### src/rtl/pc_pkg.sv
// Shared constants and types for the program-counter unit.
package pc_pkg;

    localparam int unsigned PC_INC = 4;

    // Which source the next PC is taken from.
    typedef enum logic [2:0] {
        HOLD,
        FLUSH,
        BRANCH,
        RET,
        SEQ
    } pc_src_e;

endpackage

### src/rtl/pc_ras.sv
// Return-address stack: circular buffer with a top pointer and a saturating count.
// Pushing when full overwrites the oldest entry; push+pop replaces the top in place.
module pc_ras
    import pc_pkg::*;
#(
    parameter int ADDR_W    = 32,
    parameter int RAS_DEPTH = 4
) (
    input  logic              clk_i,
    input  logic              rst_i,
    input  logic              push_i,
    input  logic              pop_i,
    input  logic [ADDR_W-1:0] wdata_i,
    output logic [ADDR_W-1:0] top_o,
    output logic              empty_o,
    output logic              full_o
);

    localparam int PTR_W = $clog2(RAS_DEPTH);
    localparam int CNT_W = $clog2(RAS_DEPTH) + 1;

    logic [PTR_W-1:0]  ptr_q;
    logic [CNT_W-1:0]  cnt_q;
    logic [ADDR_W-1:0] mem [RAS_DEPTH];

    logic              replace;
    logic              grow;
    logic              shrink;
    logic [PTR_W-1:0]  wr_idx;

    assign empty_o = (cnt_q == '0);
    assign full_o  = (cnt_q == CNT_W'(RAS_DEPTH));
    assign top_o   = mem[ptr_q];

    // A combined push+pop on an empty stack degrades to a plain push.
    always_comb begin
        replace = push_i && pop_i && !empty_o;
        grow    = push_i && !replace;
        shrink  = pop_i && !push_i && !empty_o;
        wr_idx  = replace ? ptr_q : ptr_q + PTR_W'(1);
    end

    always_ff @(posedge clk_i or negedge rst_i) begin
        if (!rst_i) begin
            ptr_q <= '0;
            cnt_q <= '0;
        end else if (grow) begin
            ptr_q <= ptr_q + PTR_W'(1);
            if (!full_o) begin
                cnt_q <= cnt_q + CNT_W'(1);
            end
        end else if (shrink) begin
            ptr_q <= ptr_q - PTR_W'(1);
            cnt_q <= cnt_q - CNT_W'(1);
        end
    end

    // Storage is left unreset; only pointer and count define validity.
    always_ff @(posedge clk_i) begin
        if (push_i) begin
            mem[wr_idx] <= wdata_i;
        end
    end

endmodule

### src/rtl/pc_unit.sv
// Program-counter unit: next-PC priority select, PC register and +4 adder.
// Optional return-address stack is built when PC_UNIT_RAS_EN is defined.
module pc_unit
    import pc_pkg::*;
#(
    parameter int                ADDR_W    = 32,
    parameter logic [ADDR_W-1:0] RESET_VEC = '0,
    parameter int                RAS_DEPTH = 4
) (
    input  logic              clk_i,
    input  logic              rst_i,
    input  logic              start_i,
    input  logic              stall_i,
    input  logic              flush_i,
    input  logic [ADDR_W-1:0] flush_pc_i,
    input  logic              branch_i,
    input  logic [ADDR_W-1:0] branch_pc_i,
    input  logic              call_i,
    input  logic              ret_i,
    output logic [ADDR_W-1:0] pc_o,
    output logic              pc_valid_o,
    output logic              misalign_o,
    output logic              ras_empty_o,
    output logic              ras_full_o
);

    logic [ADDR_W-1:0] pc_q;
    logic              valid_q;
    logic [ADDR_W-1:0] pc_plus;
    logic [ADDR_W-1:0] pc_next;
    logic [ADDR_W-1:0] ras_top;
    logic              ret_hit;
    logic              seq_path;
    pc_src_e           src;

    assign pc_plus    = pc_q + ADDR_W'(PC_INC);
    assign pc_o       = pc_q;
    assign pc_valid_o = valid_q;
    assign misalign_o = |pc_q[1:0];
    assign seq_path   = start_i && !flush_i && !branch_i && !stall_i;

`ifdef PC_UNIT_RAS_EN
    logic ras_empty;
    logic ras_full;

    pc_ras #(
        .ADDR_W    (ADDR_W),
        .RAS_DEPTH (RAS_DEPTH)
    ) u_ras (
        .clk_i   (clk_i),
        .rst_i   (rst_i),
        .push_i  (seq_path && call_i),
        .pop_i   (seq_path && ret_i),
        .wdata_i (pc_plus),
        .top_o   (ras_top),
        .empty_o (ras_empty),
        .full_o  (ras_full)
    );

    assign ret_hit     = ret_i && !ras_empty;
    assign ras_empty_o = ras_empty;
    assign ras_full_o  = ras_full;
`else
    logic unused_ras;

    assign unused_ras  = &{1'b0, call_i, ret_i};
    assign ras_top     = '0;
    assign ret_hit     = 1'b0;
    assign ras_empty_o = 1'b1;
    assign ras_full_o  = 1'b0;
`endif

    always_comb begin
        src = SEQ;
        if (!start_i) begin
            src = HOLD;
        end else if (flush_i) begin
            src = FLUSH;
        end else if (branch_i) begin
            src = BRANCH;
        end else if (stall_i) begin
            src = HOLD;
        end else if (ret_hit) begin
            src = RET;
        end
    end

    always_comb begin
        pc_next = pc_plus;
        case (src)
            HOLD:    pc_next = pc_q;
            FLUSH:   pc_next = flush_pc_i;
            BRANCH:  pc_next = branch_pc_i;
            RET:     pc_next = ras_top;
            default: pc_next = pc_plus;
        endcase
    end

    always_ff @(posedge clk_i or negedge rst_i) begin
        if (!rst_i) begin
            pc_q    <= RESET_VEC;
            valid_q <= 1'b0;
        end else begin
            pc_q    <= pc_next;
            valid_q <= start_i;
        end
    end

endmodule

### config.mk
export PLATFORM = sky130hd
export DESIGN_NAME = pc_unit
export DESIGN_NICKNAME = d
export VERILOG_FILES = /design/src/rtl/pc_pkg.sv /design/src/rtl/pc_ras.sv /design/src/rtl/pc_unit.sv
export SDC_FILE = /design/constraint.sdc
export NUM_CORES = 1
export LEC_CHECK = 0
export CAP_MARGIN = 25
export CORE_UTILIZATION = 40
export DETAILED_ROUTE_END_ITERATION = 10
export PLACE_DENSITY = 0.81
export SLEW_MARGIN = 5
export SYNTH_ARGS = -nofsm -noshare
export SYNTH_HDL_FRONTEND = slang
export SYNTH_SLANG_ARGS = --single-unit
export TNS_END_PERCENT = 50
### constraint.sdc
create_clock -name clk_i -period 2.2 [get_ports clk_i]
set_input_delay 0.22 -clock clk_i [delete_from_list [all_inputs] [get_ports clk_i]]
set_output_delay 0.22 -clock clk_i [all_outputs]
set_load 0.005 [all_outputs]
==> results of run 1 <==
## logic make-up (layout without fill, tap and decap cells)
group / Yosys count / count (layout) / share of synthesized area
adder cells (fa/ha/maj): 1 / 1 / 0.00537
buffers and inverters: 25 / 135 / 0.0473
flip-flops: 33 / 33 / 0.354
AO/OA/AOI/OAI: 101 / 101 / 0.318
AND/OR/NAND/NOR: 106 / 106 / 0.267
other: 2 / 2 / 0.00322
multiplexers: 1 / 1 / 0.00430
## through the flow
stage,setup WS (ps),utilization,area [um^2]
after global placement,166,0.630,3510
after global routing,93.8,0.644,3590
after detailed placement,109,0.630,3510
after floorplan,432,-,2330
after CTS,204,0.644,3590
final,210,0.644,3590
## flip-flops by register name, indices dropped and copies added, names as in the netlist
name and cells:
pc_o 32, pc_valid_o 1
## layout make-up
type | count | area [um^2] | area share
flip-flops and latches | 33 | 826 | 0.230
repair buffers | 121 | 1180 | 0.328
well taps | 72 | 90.1 | 0.0251
clock buffers | 8 | 80.1 | 0.0223
inverters | 6 | 22.5 | 0.00627
multi-input cells | 211 | 1390 | 0.388
## where the power goes
group          switching, mW  internal [mW]  total, mW
clock                  0.221          0.225      0.446
combinational          0.232          0.386      0.618
sequential             0.135          0.691      0.826
total                  0.588           1.30       1.89
## how the worst min path moves through the flow
| stage | slack, ps | to | cells after the start |
|---|---|---|---|
| finish | 350 | pc_o[7] | 2 |
| floorplan | -80 | pc_o[0] | 0 |
| detailed placement | 540 | pc_o[31] | 2 |
| global route | 400 | pc_o[11] | 2 |
| global placement | 530 | pc_o[31] | 2 |
| CTS | 370 | pc_o[12] | 2 |
## cell usage after synthesis, types with 8 or more instances
library cell / count
nand3_1: 18
nor2_1: 13
nand4_1: 10
a31oi_1: 9
nand2_1: 23
o21ai_0: 15
a22oi_1: 13
a21oi_1: 14
dfrtp_1: 33
clkbuf_1: 8
## worst max-delay path, delay by kind of cell (launching register included)
family	cells	cell delay, ps
flip-flops	1	460
adder cells (fa/ha/maj)	1	290
AO/OA/AOI/OAI	2	460
AND/OR/NAND/NOR	3	720
## layout by cell type (no fill, tap or decap), drive strengths merged, types with 9 or more instances in the layout
cell type	n
a21oi	14
a22oi	13
a31oi	9
buf	18
clkdlybuf4s50	103
dfrtp	33
nand2	23
nand3	19
nand4	11
nor2	14
o21ai	16
## layer usage
layer | share of wire | global-route usage
met5 | 0 | 0
met3 | 0.091 | 0.0605
met2 | 0.48 | 0.439
met1 | 0.42 | 0.339
met4 | 0.012 | 0.0796
==> results by group, run 1 <==
Run status
  – Outcome: complete, no violations

STA
  – Total Neg Setup Slack: 0 ps
  – Minimum clock period: 1990 ps
  – Final Max Tran Viols: 0
  – Maximum clock rate: 503 MHz
  – RSZ-0062 raised after global routing: false
  – Tcrit/Tclk final: 0.904
  – Finish-stage setup viols: 0
  – Final Skew: 5.63 ps
  – Min Hold Slack: 354 ps
  – Hold Fails Final Rpt: 0

Yosys
  – Syn_nets: 342
  – Gate Count Post-Synth: 269
  – Avg Cell Area, Syn: 8.66 um^2
  – FF+latch count, synth: 33
  – EDFF count, synth: 0
  – Area of the mapped netlist: 2330 um^2
  – Synth warn: 0
  – Sequential-to-total area share from yosys stat: 0.354
  – Cell variety after synth: 58
  – Top FF cell, synth: dfrtp_1
  – Share of the synthesized area in the top cell type: 0.354
  – Leading area contributor after synthesis: dfrtp_1
  – Asr flop ratio synth: 1.00
  – Synth top area cells: dfrtp_1 (35%), a22oi_1 (4.2%), nand3_1 (3.9%)

Setup path
  – Worst Path Required: 2430 ps
  – Setup crit end: pc_o[18]
  – Slowest-stage cell, CP: dfrtp_1
  – CP arrival: 2220 ps
  – Reg2reg end: pc_o[18]
  – Setup CP Type: reg2reg
  – Worst path cell trace: ha_1 > and4_1 > nand2_1 > or3_4 > o41ai_2 > a221o_1
  – Reg-to-reg slack, setup: 210 ps
  – Worst Setup SP: pc_o[2]
  – R2R depth: 6
  – CP peak stage delay: 460 ps
  – CP max FO: 6
  – Critical Path Start Type: register
  – CP Capture Type: register
  – Launch point of the worst reg-to-reg path: pc_o[2]

Clock network
  – CTS Hold Bufs: 0
  – Clock transition at path regs: 70 ps
  – CTS tree: yes
  – Post-CTS Resized: 0
  – Total CTS buffers: 5
  – Clock Path Buffers: 2
  – CTS root buffer: clkbuf_8
  – H-tree Lvls: 2
  – Clk sink count: 33
  – Skew-Pair Late Insertion Delay: 290 ps
  – Setup Fix Bufs, Post-CTS: 0

Placed design
  – Port Buffers: 103
  – GPL Wtd Cong: 0.932
  – DPL Wire Length: 5.69 mm
  – Placed insts: 443

Drt
  – Drt pass-1 iters: 5
  – Final ANT Viol Nets: 0
  – Via density: 6.19
  – DRC Markers: 0
  – DRT Wirelength: 7.88 mm
  – WL per Instance: 17.5 um
  – Starting DRT DRC Count: 324
  – Vias: 2792

Run
  – Max-cap viol count: 0

Floorplanning
  – Boundary Pins: 108
  – Core ar.: 5570 um^2
  – Die X: 78.3 um
  – Cell Rows: 27
  – Starting Density: 0.418
  – Chip height: 78.3 um
  – Area of the die: 6130 um^2

Global route
  – Vias in the first global route: 2692
  – Initial antenna violation count: 0
  – Global-route wire length before repair: 12.7 mm
  – GRT Util Overall: 0.264
  – Largest net degree at the start of global routing: 34
  – Gr ovfl total: 0

Final layout
  – Non-filler cells in the finished layout: 451
  – Share of cells above drive strength 1: 0.0950
  – Antenna cell count: 0
  – # fillers: 504
  – Area delta synth->final: 54.1%
  – Final #Nets: 451

Power
  – PD cells: 526 nW/um^2
  – Worst vdd ir: 0.403 mV
  – Final Power: 1.89 mW
  – LEAKAGE: 1.37 nW

Min path
  – Hold Crit Class: in2async
Note: power is estimated with default switching activity, not from simulation.
==> inputs of run 2 (changes only) <==
--- a/config.mk
+++ b/config.mk
@@ -6,6 +6,7 @@
 export NUM_CORES = 1
 export LEC_CHECK = 0
 export CAP_MARGIN = 25
+export CORE_ASPECT_RATIO = 0.7
 export CORE_UTILIZATION = 40
 export DETAILED_ROUTE_END_ITERATION = 10
 export PLACE_DENSITY = 0.81
==> results by group, run 2 (same netlist as run 1, synthesis figures left out) <==
Power
  – PD cells: 565 nW/um^2 (was 526 nW/um^2)
  – LEAKAGE: 1.40 nW (was 1.37 nW)
  – Final Power: 2.06 mW (was 1.89 mW)
  – Worst vdd ir: 0.329 mV (was 0.403 mV)

Clock network
  – CTS Hold Bufs: 0 (unchanged)
  – Clock transition at path regs: 70 ps (about the same)
  – CTS tree: yes (unchanged)
  – Clk sink count: 33 (unchanged)
  – Total CTS buffers: 5 (unchanged)
  – Setup Fix Bufs, Post-CTS: 0 (unchanged)
  – Post-CTS Resized: 0 (unchanged)
  – CTS root buffer: clkbuf_8 (unchanged)
  – Clock Path Buffers: 2 (unchanged)
  – H-tree Lvls: 2 (unchanged)
  – Skew-Pair Late Insertion Delay: 300 ps (was 290 ps)

Drt
  – Via density: 6.06 (was 6.19)
  – Drt pass-1 iters: 5 (unchanged)
  – DRC Markers: 0 (unchanged)
  – WL per Instance: 17.8 um (was 17.5 um)
  – Vias: 2750 (was 2792)
  – DRT Wirelength: 8.08 mm (was 7.88 mm)
  – Final ANT Viol Nets: 0 (unchanged)
  – Starting DRT DRC Count: 290 (was 324)

Final layout
  – FF+latch area: 827 um^2 (was 826 um^2)
  – Design area: 3640 um^2 (was 3590 um^2)
  – Commonest non-fill, non-tap cell in the layout: clkdlybuf4s50_1 (unchanged)
  – Max FFs per register: 32 (unchanged)
  – Share of cells above drive strength 1: 0.113 (was 0.0950)
  – Most frequent cells in the layout: clkdlybuf4s50_1 (103), dfrtp_1 (32), nand2_1 (23) (was clkdlybuf4s50_1 (103), dfrtp_1 (33), nand2_1 (23))
  – Antenna cell count: 0 (unchanged)
  – # fillers: 454 (was 504)
  – Area occupied by multi-input gates: 1400 um^2 (was 1390 um^2)
  – Final #Nets: 454 (was 451)
  – Non-filler cells in the finished layout: 454 (was 451)
  – Area delta synth->final: 56.3% (was 54.1%)

Floorplanning
  – Area of the die: 6140 um^2 (was 6130 um^2)
  – Chip height: 65.9 um (was 78.3 um)
  – Core ar.: 5420 um^2 (was 5570 um^2)
  – Die X: 93.2 um (was 78.3 um)
  – Starting Density: 0.430 (was 0.418)
  – Boundary Pins: 108 (unchanged)
  – Cell Rows: 22 (was 27)

Min path
  – Hold Crit Class: in2async (unchanged)

Global route
  – GRT Util Overall: 0.274 (was 0.264)
  – Gr ovfl total: 0 (unchanged)
  – Global-route wire length before repair: 13.0 mm (was 12.7 mm)
  – Initial antenna violation count: 0 (unchanged)
  – Vias in the first global route: 2579 (was 2692)
  – Largest net degree at the start of global routing: 34 (unchanged)

STA
  – Min Hold Slack: 340 ps (was 354 ps)
  – Final Skew: 8.25 ps (was 5.63 ps)
  – Minimum clock period: 2080 ps (was 1990 ps)
  – Maximum clock rate: 480 MHz (was 503 MHz)
  – Slew @ Worst Pin: 510 ps
  – RSZ-0062 raised after global routing: false (unchanged)
  – Final Max Tran Viols: 0 (unchanged)
  – Hold Fails Final Rpt: 0 (unchanged)
  – Max transition margin: 0.659
  – Tcrit/Tclk final: 0.946 (was 0.904)
  – Finish-stage setup viols: 0 (unchanged)
  – Total Neg Setup Slack: 0 ps (unchanged)

Setup path
  – Worst path cell trace: ha_2 > and4_1 > nand2_1 > or3_4 > o41ai_2 > a221o_1 (was ha_1 > and4_1 > nand2_1 > or3_4 > o41ai_2 > a221o_1)
  – Reg2reg end: pc_o[18] (unchanged)
  – Setup CP Type: reg2reg (unchanged)
  – CP peak stage delay: 430 ps (was 460 ps)
  – R2R depth: 6 (unchanged)
  – CP arrival: 2320 ps (was 2220 ps)
  – Setup crit end: pc_o[18] (unchanged)
  – Worst Setup SP: pc_o[3] (was pc_o[2])
  – CP Capture Type: register (unchanged)
  – Slowest-stage cell, CP: dfrtp_1 (unchanged)
  – Critical Path Start Type: register (unchanged)
  – CP max FO: 5 (was 6)
  – Worst Path Required: 2430 ps (about the same)
  – Reg-to-reg slack, setup: 120 ps (was 210 ps)
  – Launch point of the worst reg-to-reg path: pc_o[3] (was pc_o[2])

Placed design
  – GPL Wtd Cong: 0.927 (was 0.932)
  – Placed cell area: 3520 um^2 (was 3510 um^2)
  – Port Buffers: 103 (unchanged)
  – DPL Wire Length: 6.03 mm (was 5.69 mm)
  – Placed insts: 446 (was 443)

Run status
  – Outcome: complete, no violations (unchanged)

Run
  – Max-cap viol count: 0 (unchanged)
## run 2: worst min path at each step
stage	from	to
global route	rst_i	pc_o[13]
floorplan	rst_i	pc_o[0]
detailed placement	pc_o[31]	pc_o[31]
global placement	pc_o[31]	pc_o[31]
CTS	rst_i	pc_o[13]
finish	rst_i	pc_o[13]
## run 2: where the power goes
| part | total, mW | switching, mW | leakage, nW | internal [mW] |
|---|---|---|---|---|
| clock | 0.610 | 0.240 | 0.0585 | 0.370 |
| sequential | 0.825 | 0.134 | 0.402 | 0.691 |
| combinational | 0.624 | 0.235 | 0.935 | 0.389 |
| total | 2.06 | 0.609 | 1.40 | 1.45 |
## run 2: through the flow
step / setup WS, ps / util
after floorplan: 432 / -
after global placement: 171 / 0.649
after detailed placement: 88.5 / 0.649
after CTS: 92.7 / 0.671
after global routing: 16.8 / 0.671
final: 118 / 0.671
## run 2: metal layers
layer	track usage	part of all wire	up-vias
li1	-	-	1285
met1	0.388	0.44	1297
met2	0.426	0.44	157
met3	0.0621	0.10	11
met4	0.0673	0.013	0
met5	0	0	-
## run 2: area by class of cell
cell class | count | area share
Multi-Input combinational cell | 211 | 0.384
Timing Repair Buffer | 124 | 0.326
Sequential cell | 33 | 0.227
Tap cell | 72 | 0.0247
Clock buffer | 7 | 0.0237
Clock inverter | 1 | 0.00825
Inverter | 6 | 0.00619
## run 2: worst max-delay path: cells and delay by family (launching register included)
| kind | cells | cell delay [ps] |
|---|---|---|
| and+or+nand+nor | 3 | 820 |
| AOI/OAI and AO/OA | 2 | 510 |
| adders and majority gates | 1 | 260 |
| DFF | 1 | 430 |
==> inputs of run 3 (changes only) <==
--- a/config.mk
+++ b/config.mk
@@ -8,6 +8,7 @@
 export CAP_MARGIN = 25
 export CORE_ASPECT_RATIO = 0.7
 export CORE_UTILIZATION = 40
+export CTS_CLUSTER_SIZE = 14
 export DETAILED_ROUTE_END_ITERATION = 10
 export PLACE_DENSITY = 0.81
 export SLEW_MARGIN = 5
==> constraint.sdc (replaced) <==
create_clock -name clk_i -period 2.52 [get_ports clk_i]
set_input_delay 0.252 -clock clk_i [delete_from_list [all_inputs] [get_ports clk_i]]
set_output_delay 0.252 -clock clk_i [all_outputs]
set_load 0.005 [all_outputs]
==> results by group, run 3 (same netlist as run 1, synthesis figures left out) <==
Power
  – PD cells: 500 nW/um^2 (was 565 nW/um^2)
  – Worst vdd ir: 0.264 mV (was 0.329 mV)
  – Switching portion of total power: 0.298 (was 0.296)
  – LEAKAGE: 1.36 nW (was 1.40 nW)
  – Int Power: 1.26 mW (was 1.45 mW)
  – Clk pwr share: 0.299 (was 0.296)
  – Comb pwr share: 0.298 (was 0.303)
  – Net switching power: 533 uW (was 609 uW)
  – Sequential Power Share: 0.403 (was 0.401)

STA
  – Maximum clock rate: 460 MHz (was 480 MHz)
  – Final Max Tran Viols: 0 (unchanged)
  – RSZ-0062 raised after global routing: false (unchanged)
  – Final Skew: 10.6 ps (was 8.25 ps)
  – Minimum clock period: 2170 ps (was 2080 ps)
  – Hold Fails Final Rpt: 0 (unchanged)
  – Max transition margin: 0.599 (was 0.659)
  – Tcrit/Tclk final: 0.863 (was 0.946)
  – Total Neg Setup Slack: 0 ps (unchanged)
  – Finish-stage setup viols: 0 (unchanged)
  – Slew @ Worst Pin: 602 ps (was 510 ps)

Final layout
  – Antenna cell count: 0 (unchanged)
  – Final #Nets: 445 (was 454)
  – Util after Layout: 0.661 (was 0.671)
  – Design area: 3580 um^2 (was 3640 um^2)
  – Max FFs per register: 32 (unchanged)
  – # fillers: 445 (was 454)
  – Area delta synth->final: 53.8% (was 56.3%)
  – Area occupied by multi-input gates: 1390 um^2 (was 1400 um^2)
  – Commonest non-fill, non-tap cell in the layout: clkdlybuf4s50_1 (unchanged)
  – Most frequent cells in the layout: clkdlybuf4s50_1 (103), dfrtp_1 (33), nand2_1 (23) (was clkdlybuf4s50_1 (103), dfrtp_1 (32), nand2_1 (23))
  – FF+latch area: 826 um^2 (was 827 um^2)
  – Share of cells above drive strength 1: 0.0858 (was 0.113)

Floorplanning
  – Starting Density: 0.430 (unchanged)
  – Core ar.: 5420 um^2 (unchanged)
  – Boundary Pins: 108 (unchanged)
  – Chip height: 65.9 um (unchanged)
  – Cell Rows: 22 (unchanged)
  – Area of the die: 6140 um^2 (unchanged)
  – Die X: 93.2 um (unchanged)

Setup path
  – CP arrival: 2410 ps (was 2320 ps)
  – CP Capture Type: register (unchanged)
  – Slowest-stage cell, CP: dfrtp_1 (unchanged)
  – Critical Path Start Type: register (unchanged)
  – Worst Path Required: 2760 ps (was 2430 ps)
  – Worst path cell trace: ha_1 > and4_1 > nand2_1 > or3_4 > o41ai_2 > a221o_1 (was ha_2 > and4_1 > nand2_1 > or3_4 > o41ai_2 > a221o_1)
  – CP max FO: 7 (was 5)
  – Setup CP Type: reg2reg (unchanged)
  – CP peak stage delay: 450 ps (was 430 ps)

Run status
  – Outcome: complete, no violations (unchanged)

Clock network
  – Post-CTS Resized: 0 (unchanged)
  – Clock transition at path regs: 70 ps (about the same)
  – CTS Hold Bufs: 0 (unchanged)
  – Clk sink count: 33 (unchanged)
  – H-tree Lvls: 2 (unchanged)
  – Setup Fix Bufs, Post-CTS: 0 (unchanged)
  – CTS tree: yes (unchanged)
  – Skew-Pair Late Insertion Delay: 300 ps (about the same)
  – CTS root buffer: clkbuf_8 (unchanged)
  – Total CTS buffers: 5 (unchanged)
  – Clock Path Buffers: 2 (unchanged)

Drt
  – Vias: 2756 (was 2750)
  – Starting DRT DRC Count: 235 (was 290)
  – Final ANT Viol Nets: 0 (unchanged)
  – DRC Markers: 0 (unchanged)
  – WL per Instance: 17.8 um (about the same)
  – Via density: 6.19 (was 6.06)
  – Drt pass-1 iters: 5 (unchanged)
  – DRT Wirelength: 7.91 mm (was 8.08 mm)

Placed design
  – Port Buffers: 103 (unchanged)
  – Placed cell area: 3470 um^2 (was 3520 um^2)
  – DPL Wire Length: 5.77 mm (was 6.03 mm)
  – GPL Wtd Cong: 0.841 (was 0.927)

Global route
  – GRT Util Overall: 0.265 (was 0.274)
  – Largest net degree at the start of global routing: 34 (unchanged)
  – Vias in the first global route: 2582 (was 2579)
  – Gr ovfl total: 0 (unchanged)
  – Initial antenna violation count: 0 (unchanged)
  – Global-route wire length before repair: 12.5 mm (was 13.0 mm)

Run
  – Max-cap viol count: 0 (unchanged)

Min path
  – Hold Crit Class: in2async (unchanged)
==> run 3: cell count changes in the layout (fill, tap and decap cells not counted), sizes merged <==
cell,before,now
buf,21,12
==> run 3: area by class of cell <==
class	instances	share of cell area
multi-input combinational	211	0.389
timing repair buffer	115	0.316
sequential	33	0.231
tap	72	0.0251
clock buffer	7	0.0241
clock inverter	1	0.00838
inverter	6	0.00629
==> run 3: critical path, delay by kind of cell (launching register included) <==
family                     cells  cell delay [ps]
DFF                            1              450
adders and majority gates      1              270
AOI/OAI and AO/OA              2              510
and+or+nand+nor                3              890
==> run 3: final timing paths <==
path / start / end / slack (ps) / cells after the start
max in group asynchronous: rst_i / pc_o[4] / 1830 / 2
hold / removal: rst_i / pc_o[8] / 360 / 2
setup reg to reg: pc_o[2] / pc_o[18] / 350 / 6
setup / recovery: pc_o[2] / pc_o[18] / 350 / 6
hold reg to reg: pc_o[31] / pc_o[31] / 550 / 2
min in group clk_i: branch_pc_i[3] / pc_o[3] / 500 / 3
==> run 3: per-layer routing <==
metal | part of all wire | vias to the layer above | track usage
met3 | 0.10 | 13 | 0.0644
li1 | - | 1268 | -
met2 | 0.45 | 169 | 0.424
met4 | 0.014 | 0 | 0.0865
met5 | 0 | - | 0
met1 | 0.44 | 1306 | 0.354
==> run 3: power by group through the flow <==
| stage | clock [mW] | combinational (mW) | sequential (mW) |
|---|---|---|---|
| after global placement | 0 | 0.523 | 0.721 |
| final | 0.535 | 0.534 | 0.723 |
| after detailed placement | 0 | 0.533 | 0.727 |
| after global routing | 0.554 | 0.580 | 0.735 |
| after CTS | 0.538 | 0.536 | 0.717 |
| after floorplan | 0 | 0.203 | 0.704 |
==> run 3: metrics by stage <==
step | total power, mW | worst slack [ps] | hold slack (ps) | cells
after floorplan | 0.907 | 752 | -43.6 | 269
after global placement | 1.24 | 338 | 528 | 437
after detailed placement | 1.26 | 286 | 531 | 437
after CTS | 1.79 | 384 | 383 | 445
after global routing | 1.87 | 278 | 412 | 445
final | 1.79 | 346 | 360 | 445
